==> src/rtl/button_hex_counter.sv <==
// -----------------------------------------------------------------------------
// button_hex_counter
//
// Pushbutton-driven single-digit hex display. Three raw buttons (up, down,
// clear) are brought into the clk domain with a two-flop synchroniser,
// debounced (both edges) and turned into one-cycle press pulses. The pulses
// step a 4-bit wrap-around counter whose value is decoded to an active-low
// seven-segment pattern on the rightmost digit.
//
// Parameters:
//   DEBOUNCE_CYCLES  consecutive cycles a synchronised level must differ from
//                    the debounced state before that state flips
//   DB_W             width of each debounce counter (2**DB_W > DEBOUNCE_CYCLES)
//
// Ports:
//   clk       in   system clock, rising edge
//   rst_n     in   asynchronous active-low reset
//   btn_up    in   raw up button, active-high, asynchronous to clk
//   btn_down  in   raw down button, active-high, asynchronous to clk
//   btn_clr   in   raw clear button, active-high, asynchronous to clk
//   q         out  current counter value
//   position  out  digit enables, active-low, rightmost digit only (4'b1110)
//   pattern   out  segments {a,b,c,d,e,f,g,dp}, active-low, dp always off
// -----------------------------------------------------------------------------
module button_hex_counter #(
   parameter int DEBOUNCE_CYCLES = 1000000,
   parameter int DB_W            = 20
) (
   input  logic       clk,
   input  logic       rst_n,
   input  logic       btn_up,
   input  logic       btn_down,
   input  logic       btn_clr,
   output logic [3:0] q,
   output logic [3:0] position,
   output logic [7:0] pattern
);

   localparam int              NUM_BTN  = 3;
   // The flip happens on the edge where the count would reach
   // DEBOUNCE_CYCLES, i.e. when it currently holds DEBOUNCE_CYCLES-1.
   localparam logic [DB_W-1:0] CNT_LAST = DB_W'(DEBOUNCE_CYCLES - 1);
   localparam logic [DB_W-1:0] CNT_ONE  = DB_W'(1);

   // Bit order: 0 = up, 1 = down, 2 = clear.
   logic [NUM_BTN-1:0] raw;
   logic [NUM_BTN-1:0] press;

   assign raw = {btn_clr, btn_down, btn_up};

   // ------------------------------------------------------------------
   // Per-button synchroniser, debounce and rising-edge pulse.
   // ------------------------------------------------------------------
   genvar gi;
   generate
      for (gi = 0; gi < NUM_BTN; gi++) begin : g_btn
         logic            meta;
         logic            sync;
         logic            stable;
         logic            stable_d;
         logic [DB_W-1:0] cnt;

         always_ff @(posedge clk or negedge rst_n) begin
            if (!rst_n) begin
               meta     <= 1'b0;
               sync     <= 1'b0;
               stable   <= 1'b0;
               stable_d <= 1'b0;
               cnt      <= '0;
            end else begin
               meta     <= raw[gi];
               sync     <= meta;
               stable_d <= stable;
               // Any cycle agreeing with the debounced state restarts the
               // count, so a bounce must settle for the full window.
               if (sync == stable) begin
                  cnt <= '0;
               end else if (cnt == CNT_LAST) begin
                  stable <= sync;
                  cnt    <= '0;
               end else begin
                  cnt <= cnt + CNT_ONE;
               end
            end
         end

         // High for exactly one cycle per debounced press; release is silent.
         assign press[gi] = stable & ~stable_d;
      end
   endgenerate

   // ------------------------------------------------------------------
   // Counter: clear wins, then up+down cancel, then single step.
   // ------------------------------------------------------------------
   logic [3:0] q_next;

   always_comb begin
      q_next = q;
      if (press[2]) begin
         q_next = 4'h0;
      end else if (press[0] && press[1]) begin
         q_next = q;
      end else if (press[0]) begin
         q_next = q + 4'h1;
      end else if (press[1]) begin
         q_next = q - 4'h1;
      end
   end

   always_ff @(posedge clk or negedge rst_n) begin
      if (!rst_n) begin
         q <= 4'h0;
      end else begin
         q <= q_next;
      end
   end

   // ------------------------------------------------------------------
   // Seven-segment decode, registered one cycle behind q.
   // ------------------------------------------------------------------
   logic [7:0] pattern_next;

   always_comb begin
      pattern_next = 8'h03;
      case (q)
         4'h0: pattern_next = 8'h03;
         4'h1: pattern_next = 8'h9F;
         4'h2: pattern_next = 8'h25;
         4'h3: pattern_next = 8'h0D;
         4'h4: pattern_next = 8'h99;
         4'h5: pattern_next = 8'h49;
         4'h6: pattern_next = 8'h41;
         4'h7: pattern_next = 8'h1F;
         4'h8: pattern_next = 8'h01;
         4'h9: pattern_next = 8'h09;
         4'hA: pattern_next = 8'h11;
         4'hB: pattern_next = 8'hC1;
         4'hC: pattern_next = 8'h63;
         4'hD: pattern_next = 8'h85;
         4'hE: pattern_next = 8'h61;
         4'hF: pattern_next = 8'h71;
         default: pattern_next = 8'h03;
      endcase
   end

   always_ff @(posedge clk or negedge rst_n) begin
      if (!rst_n) begin
         pattern <= 8'h03;
      end else begin
         pattern <= pattern_next;
      end
   end

   // Only the rightmost digit is used; independent of reset.
   assign position = 4'b1110;

endmodule

==> config.mk <==
export PLATFORM = sky130hd
export DESIGN_NAME = button_hex_counter
export DESIGN_NICKNAME = d
export VERILOG_FILES = /design/src/rtl/button_hex_counter.sv
export SDC_FILE = /design/constraint.sdc
export NUM_CORES = 1
export LEC_CHECK = 0
export CAP_MARGIN = 20
export CORE_ASPECT_RATIO = 0.5
export CORE_MARGIN = 2
export CORE_UTILIZATION = 60
export CTS_CLUSTER_SIZE = 25
export DETAILED_ROUTE_END_ITERATION = 7
export PLACE_DENSITY = 0.8
export SLEW_MARGIN = 20
export SYNTH_ARGS = -nofsm -noshare
export SYNTH_HDL_FRONTEND = slang
export SYNTH_SLANG_ARGS = --single-unit
export TNS_END_PERCENT = 50
==> constraint.sdc <==
create_clock -name clk -period 2.68 [get_ports clk]
set_input_delay 0.536 -clock clk [delete_from_list [all_inputs] [get_ports clk]]
set_output_delay 0.536 -clock clk [all_outputs]
set_load 0.005 [all_outputs]
==> impl_results.md, run 1 <==
* Status: completed
* Die width at 121.3 µm
* CTS Buf Count at 9
* Setup Crit Path Kind: reg2reg
* Placement Cell Area at 0.004363 mm²
* Worst EP required at 2950 ps
* Cts hold-fix bufs at 0
* Post-synthesis sequential area ratio at 50.32%
* Endpoints failing hold at 0
* H-Tree Depth at 3
* Critical path launch point: g_btn[2].cnt[0]
* Prevailing post-synth register cell: dfrtp_1
* Cells on worst reg2reg path at 5
* Clock Path Buffers at 2
* Routed Antenna Nets at 0
* Clock period minus worst slack at 2166 ps
* Worst slew margin at 63.59%
* Non-filler cells, final at 530
* WL/cell at 15.07 µm
* Final Core Density at 69.78%
* Ys async rst share at 100.0%
* Synthesized cell area at 0.004130 mm²
* CTS tree: done
* GRT Total Usage at 24.33%
* CORE AREA at 0.006674 mm²
* Vias/cell at 5.849
* Max FO, Critical Path at 8
* Lkg Pwr at 0.001923 µW
* Fin nets at 450
* Worst-skew pair later-pin latency at 340 ps
* Most frequent cells after synthesis: 82 x dfrtp_1, 49 x nor2_1, 30 x nand3_1
* CP Capture Type: flip-flop
* CP Data Arrival Time at 2440 ps
* Dominant cell type by area after synthesis: dfrtp_1
* Worst setup margin at 513.6 ps
* RSZ-0062 raised after global routing: no
* #FFs+latches synth at 83
* Slew Viols, Final at 0
* Worst setup SP type: flip-flop
* Antenna violations before repair at 0
* Most instantiated library cell after synthesis: dfrtp_1
* Top cells by area, synth: dfrtp_1 50%, xnor2_1 4.7%, nor2_1 4.5%
* Least-Margin Pin Slew at 542.4 ps
* Grt ovf at 0
* Ant. Diodes at 0
* Post-synth cell types at 43
* Syn-to-layout area delta at 12.75%
* Cell count after placement at 514
* Mean area per synthesized cell at 9.881 µm²
* # fillers at 458
* Post-CTS sizing at 0
* HP Class: in2async
* Die ar. at 0.007603 mm²
* Setup TNS at 0 ps
* Ys Warns at 0
* DRC at 0
* 1st-iter DRT viols at 371
* RR Endpoint: g_btn[2].cnt[18]
* CTS root buf: clkbuf_16
* Reg-to-reg startpoint: g_btn[2].cnt[0]
* Worst vdd ir at 411.1 µV
* IO Pins at 21
* Post-CTS setup buffer count at 0
* DRT Wirelength at 7988 µm
* Final RePlAce weighted congestion at 0.8822
* Number of flops mapped to enable cells by yosys at 0
* IO Port Bufs at 15
* Vias at 3100
* Clk sinks at 83
* PD cells at 551.7 mW/mm²
* Final non-filler cell area at 0.004657 mm²
* DPL Wire Length at 5229 µm
* Register Area at 0.002078 mm²
* First-pass GRT wire length at 14390 µm
* Max-cap violations at 0
* Share of the synthesized area in the top cell type at 49.68%
* # setup viols final at 0
* Largest net degree at the start of global routing at 47
* Vias in the first global route at 3078
* FMAX at 461.6 MHz
* Share of cells above drive strength 1 at 8.219%
* Worst slack at placement at 544.2 ps
* 1st-pass router iterations at 5
* Cell row count at 21
* Final worst-path cycle share at 80.84%
* Multi-input gate area at 0.001927 mm²
* Synth Instances at 418
* Clock slew at reported path FFs at 60 ps
* Starting density of the core at 61.89%
* Skew final at 4.669 ps
* Die Ht at 62.67 µm
* R2R Setup Slk at 510 ps
## routing by layer
| layer | up-vias | global-route usage [%] | share of wire (%) |
|---|---|---|---|
| met5 | - | 0 | 0 |
| met4 | 0 | 9.339 | 2.3 |
| met3 | 22 | 9.124 | 4.7 |
| met2 | 75 | 39.33 | 49 |
| met1 | 1507 | 29.91 | 44 |
| li1 | 1496 | - | - |
## placed cells by master, fill, tap and decap left out, types with 2 or more instances in the layout
cell type        synthesis  layout
xor2_1                  19      19
o21ai_0                 19      18
nand2_1                 26      26
or3_1                    9       9
a21oi_1                 19      19
nor2b_1                  4       4
mux2i_1                  3       3
nand3_1                 30      30
a211oi_1                 2       2
clkbuf_16                0       9
buf_4                    5       4
o31ai_1                  9       7
inv_1                   14      14
nand4b_1                 2       2
xnor2_1                 22      22
a21oi_2                  2       2
clkdlybuf4s50_1          0      14
clkinv_2                 0       5
or4_1                    9       9
nand2b_1                 4       4
nand4_1                 12      12
conb_1                   2       5
nor4_1                  10      10
dfrtp_1                 82      82
or4b_2                   2       2
ha_1                    11      11
and4_1                   3       3
nor3_1                  10      10
o31ai_2                  0       2
o21a_1                   2       2
mux2_2                   5       5
nor2_1                  49      49
and3_1                   8       8
## cell families after synthesis
kind of cell / synth area share [%]
simple gates: 23.78
flops: 50.32
compound gates: 7.573
xor+xnor: 8.694
buf+inv: 3.544
fa+ha+maj: 3.817
mux: 2.090
other cells: 0.1818
## report_power, final
| part | switching [µW] | internal, µW |
|---|---|---|
| registers | 16.6 | 1270 |
| clock network | 470 | 737 |
| logic | 52.8 | 23.5 |
## state kept, by name (all words and copies together) (netlist names)
name and cells:
g_btn.cnt 60, g_btn.meta 3, g_btn.stable 3, g_btn.stable_d 3
g_btn.sync 3, pattern 7, q 4
## through the flow
stage | power, µW | hold slack [ps]
floorplan | 1344 | 240.4
global placement | 1379 | 332.9
detailed placement | 1385 | 341.9
CTS | 2599 | 168.1
global route | 2679 | 189.3
finish | 2569 | 159.1
## critical path, cell delays in order (launching register included)
cell and delay, ps:
dfrtp_1 410, ha_1 250, nand2_1 110, or4_1 660
or4_4 530, a21oi_2 140
## worst max path at each step
stage          slack, ps  depth (start not counted)               end
6_report             510                          5  g_btn[2].cnt[18]
3_5_place_dp         540                          5  g_btn[2].cnt[18]
5_1_grt              400                          5  g_btn[2].cnt[18]
2_1_floorplan        680                          6  g_btn[2].cnt[18]
3_3_place_gp         610                          5  g_btn[2].cnt[18]
4_1_cts              530                          5  g_btn[2].cnt[18]
## layout make-up
cell class,count,area share [%]
Clock buffer,10,5.132
Tap cell,92,2.472
Sequential cell,83,44.63
Inverter,14,1.128
Clock inverter,6,1.182
Timing Repair Buffer,19,4.084
Multi-Input combinational cell,306,41.38
Note: power is estimated with default switching activity, not from simulation.
==> inputs of run 2 (changes only) <==
Clock period 2.68 ns to 2 ns, I/O delays scaled along.
==> run 2 against run 1 <==
Compared with the run above:
- combinational power is 56% higher
- first-iteration DRC count down 20%
- register-to-register slack got worse by 450 ps
- sequential cell count unchanged
- fmax grew 12%
- count of clock-buffer cells in the layout stayed put
- global-route usage is 1.2 points lower
- wire length grew 3.0%
- die area unchanged
- non-clock buffer count up 20
- final cell count grew 3.8%
- clock skew is 2.8 ps higher
- critical path type unchanged
==> impl_results.md, run 2 (synthesis results as in run 1) <==
* First-pass GRT wire length at 13810 µm (-4.1%)
* Top Registers: g_btn.cnt x60, pattern x7, q x4
* Die Ht at 62.67 µm (unchanged)
* Met3 WL at 368 µm (-1.6%)
* IO Pins at 21 (unchanged)
* WL met1 at 3708 µm (+6.0%)
* Clock period minus worst slack at 1934 ps (-232.8 ps)
* Final worst-path cycle share at 96.68% (+16 points)
* Worst vdd ir at 517.8 µV (+26%)
* Top layer in use: met4
* CTS root buf: clkbuf_16
* Routed Antenna Nets at 0 (unchanged)
* FMAX at 517.2 MHz (+12%)
* Clock network fraction of design power at 49.3% (+2.3 points)
* Psw at 758.1 µW (+41%)
* Sequential Power Share at 47.4% (-2.6 points)
* Hold_ws at 23.42 ps (-135.6 ps)
* Max FO, Critical Path at 12 (+4)
* WL/cell at 14.96 µm (-0.73%)
* Largest net degree at the start of global routing at 40 (-15%)
* GRT Total Usage at 23.15% (-1.2 points)
* Sw frac at 20.90% (-0.083 points)
* Worst setup SP type: flip-flop
* Clock Path Buffers at 2 (unchanged)
* DRC at 0 (unchanged)
* Final RePlAce weighted congestion at 0.9014 (+2.2%)
* Max FFs per register at 60 (unchanged)
* Vias in the first global route at 3073 (-0.16%)
* CP Cell Sequence: nand3_1, or4b_2, o31ai_2, buf_4, nor2_1
* Syn-to-layout area delta at 17.69%
* Most common cell after layout, fill and taps aside: dfrtp_1
* Status: completed
* RSZ-0062 raised after global routing: yes
* Comb pwr share at 3.3% (+0.3 points)
* Grt ovf at 0 (unchanged)
* Most frequent cells in the layout: 82 x dfrtp_1, 49 x nor2_1, 29 x nand3_1
* Max stage delay on crit path at 650 ps (about the same)
* Ant. Diodes at 0 (unchanged)
* 1st-iter DRT viols at 297 (-20%)
* CTS Buf Count at 9 (unchanged)
* Endpoints failing hold at 0 (unchanged)
* HP Class: in2async
* Skew final at 7.501 ps (+2.832 ps)
* Die width at 121.3 µm (unchanged)
* DRT Wirelength at 8229 µm (+3.0%)
* Vias/cell at 5.782 (-1.1%)
* Cts hold-fix bufs at 0 (unchanged)
* # setup viols final at 0 (unchanged)
* CORE AREA at 0.006674 mm² (unchanged)
* Final non-filler cell area at 0.004861 mm² (+4.4%)
* PD cells at 746.3 mW/mm² (+35%)
* Starting density of the core at 61.89% (unchanged)
* Vias at 3180 (+2.6%)
* Lkg Pwr at 0.002032 µW (+5.7%)
* Die ar. at 0.007603 mm² (unchanged)
* Placement Cell Area at 0.004506 mm² (+3.3%)
* Slew Viols, Final at 0 (unchanged)
* Top reg by flops: g_btn.cnt
* Cell family with most CP delay: simple AND/OR/NAND/NOR gates
* Fin nets at 470 (+4.4%)
* Worst-skew pair later-pin latency at 340 ps (about the same)
* Critical path's slowest cell: or4b_2
* Max-cap violations at 0 (unchanged)
* Clock slew at reported path FFs at 60 ps (about the same)
* Metal2 WL at 3968 µm (+0.86%)
* IO Port Bufs at 15 (unchanged)
* Worst EP required at 2220 ps (-730 ps)
* Antenna violations before repair at 0 (unchanged)
* CP Capture Type: flip-flop
* Cell row count at 21 (unchanged)
* CP Data Arrival Time at 2160 ps (-280 ps)
* Setup Crit Path Kind: reg2reg
* Internal Power at 2869 µW (+41%)
* DPL Wire Length at 5701 µm (+9.0%)
* CTS tree: done
* 1st-pass router iterations at 6 (+1)
* Share of cells above drive strength 1 at 13.10% (+4.9 points)
* R2R Setup Slk at 70 ps (-450 ps)
* CP bufs+invs at 1 (+1)
* H-Tree Depth at 3 (unchanged)
* Clk sinks at 83 (unchanged)
-- run 2: power groups by stage --
stage	clock [µW]	combinational, µW	sequential [µW]
final	1790	119	1720
after global routing	1890	138	1720
after CTS	1810	121	1720
after detailed placement	0	119	1750
after global placement	0	113	1750
after floorplan	0	52.6	1750
-- run 2: layer usage --
layer / track usage, % / up-vias
met3: 7.391 / 24
met5: 0 / -
li1: - / 1530
met2: 37.50 / 91
met1: 28.89 / 1535
met4: 9.770 / 0
-- run 2: worst paths after layout --
path / cells past startpoint / endpoint / from
hold / removal: 1 / g_btn[1].cnt[0] / rst_n
setup reg to reg: 5 / g_btn[2].cnt[6] / g_btn[2].cnt[16]
min in group clk: 0 / g_btn[1].sync / g_btn[1].meta
setup / recovery: 5 / g_btn[2].cnt[6] / g_btn[2].cnt[16]
max in group asynchronous: 2 / g_btn[2].cnt[15] / rst_n
hold reg to reg: 0 / g_btn[1].sync / g_btn[1].meta
-- run 2: cell type report --
| cell class | count | area, µm² |
|---|---|---|
| fill | 457 | 1813 |
| sequential | 83 | 2078 |
| clock buffer | 10 | 239.0 |
| timing repair buffer | 39 | 344.1 |
| clock inverter | 6 | 88.84 |
| inverter | 14 | 52.55 |
| multi-input combinational | 306 | 1943 |
| tap | 92 | 115.1 |
-- run 2: per-stage QoR --
step	setup TNS, ps	utilization (%)	setup WS [ps]	total power (µW)	instances
6_report	0	72.83	66.37	3628	550
5_1_grt	-211.8	72.83	-44.06	3748	550
4_1_cts	0	72.42	28.24	3648	549
3_5_place_dp	0	67.51	40.91	1871	533
3_3_place_gp	0	67.51	95.77	1862	533
2_1_floorplan	0	-	3.370	1801	421
-- run 2: worst reg2reg max path, cell delays in order (launching register included) --
cell and delay [ps]:
dfrtp_1 410, nand3_1 130, or4b_2 650, o31ai_2 300, buf_4 240, nor2_1 90
-- run 2: what timing repair did --
| action | 4_1_cts | 5_1_grt |
|---|---|---|
| resized for setup | 0 | 5 |
| endpoints found under the setup margin | 0 | 28 |
| buffers inserted | 0 | 1 |
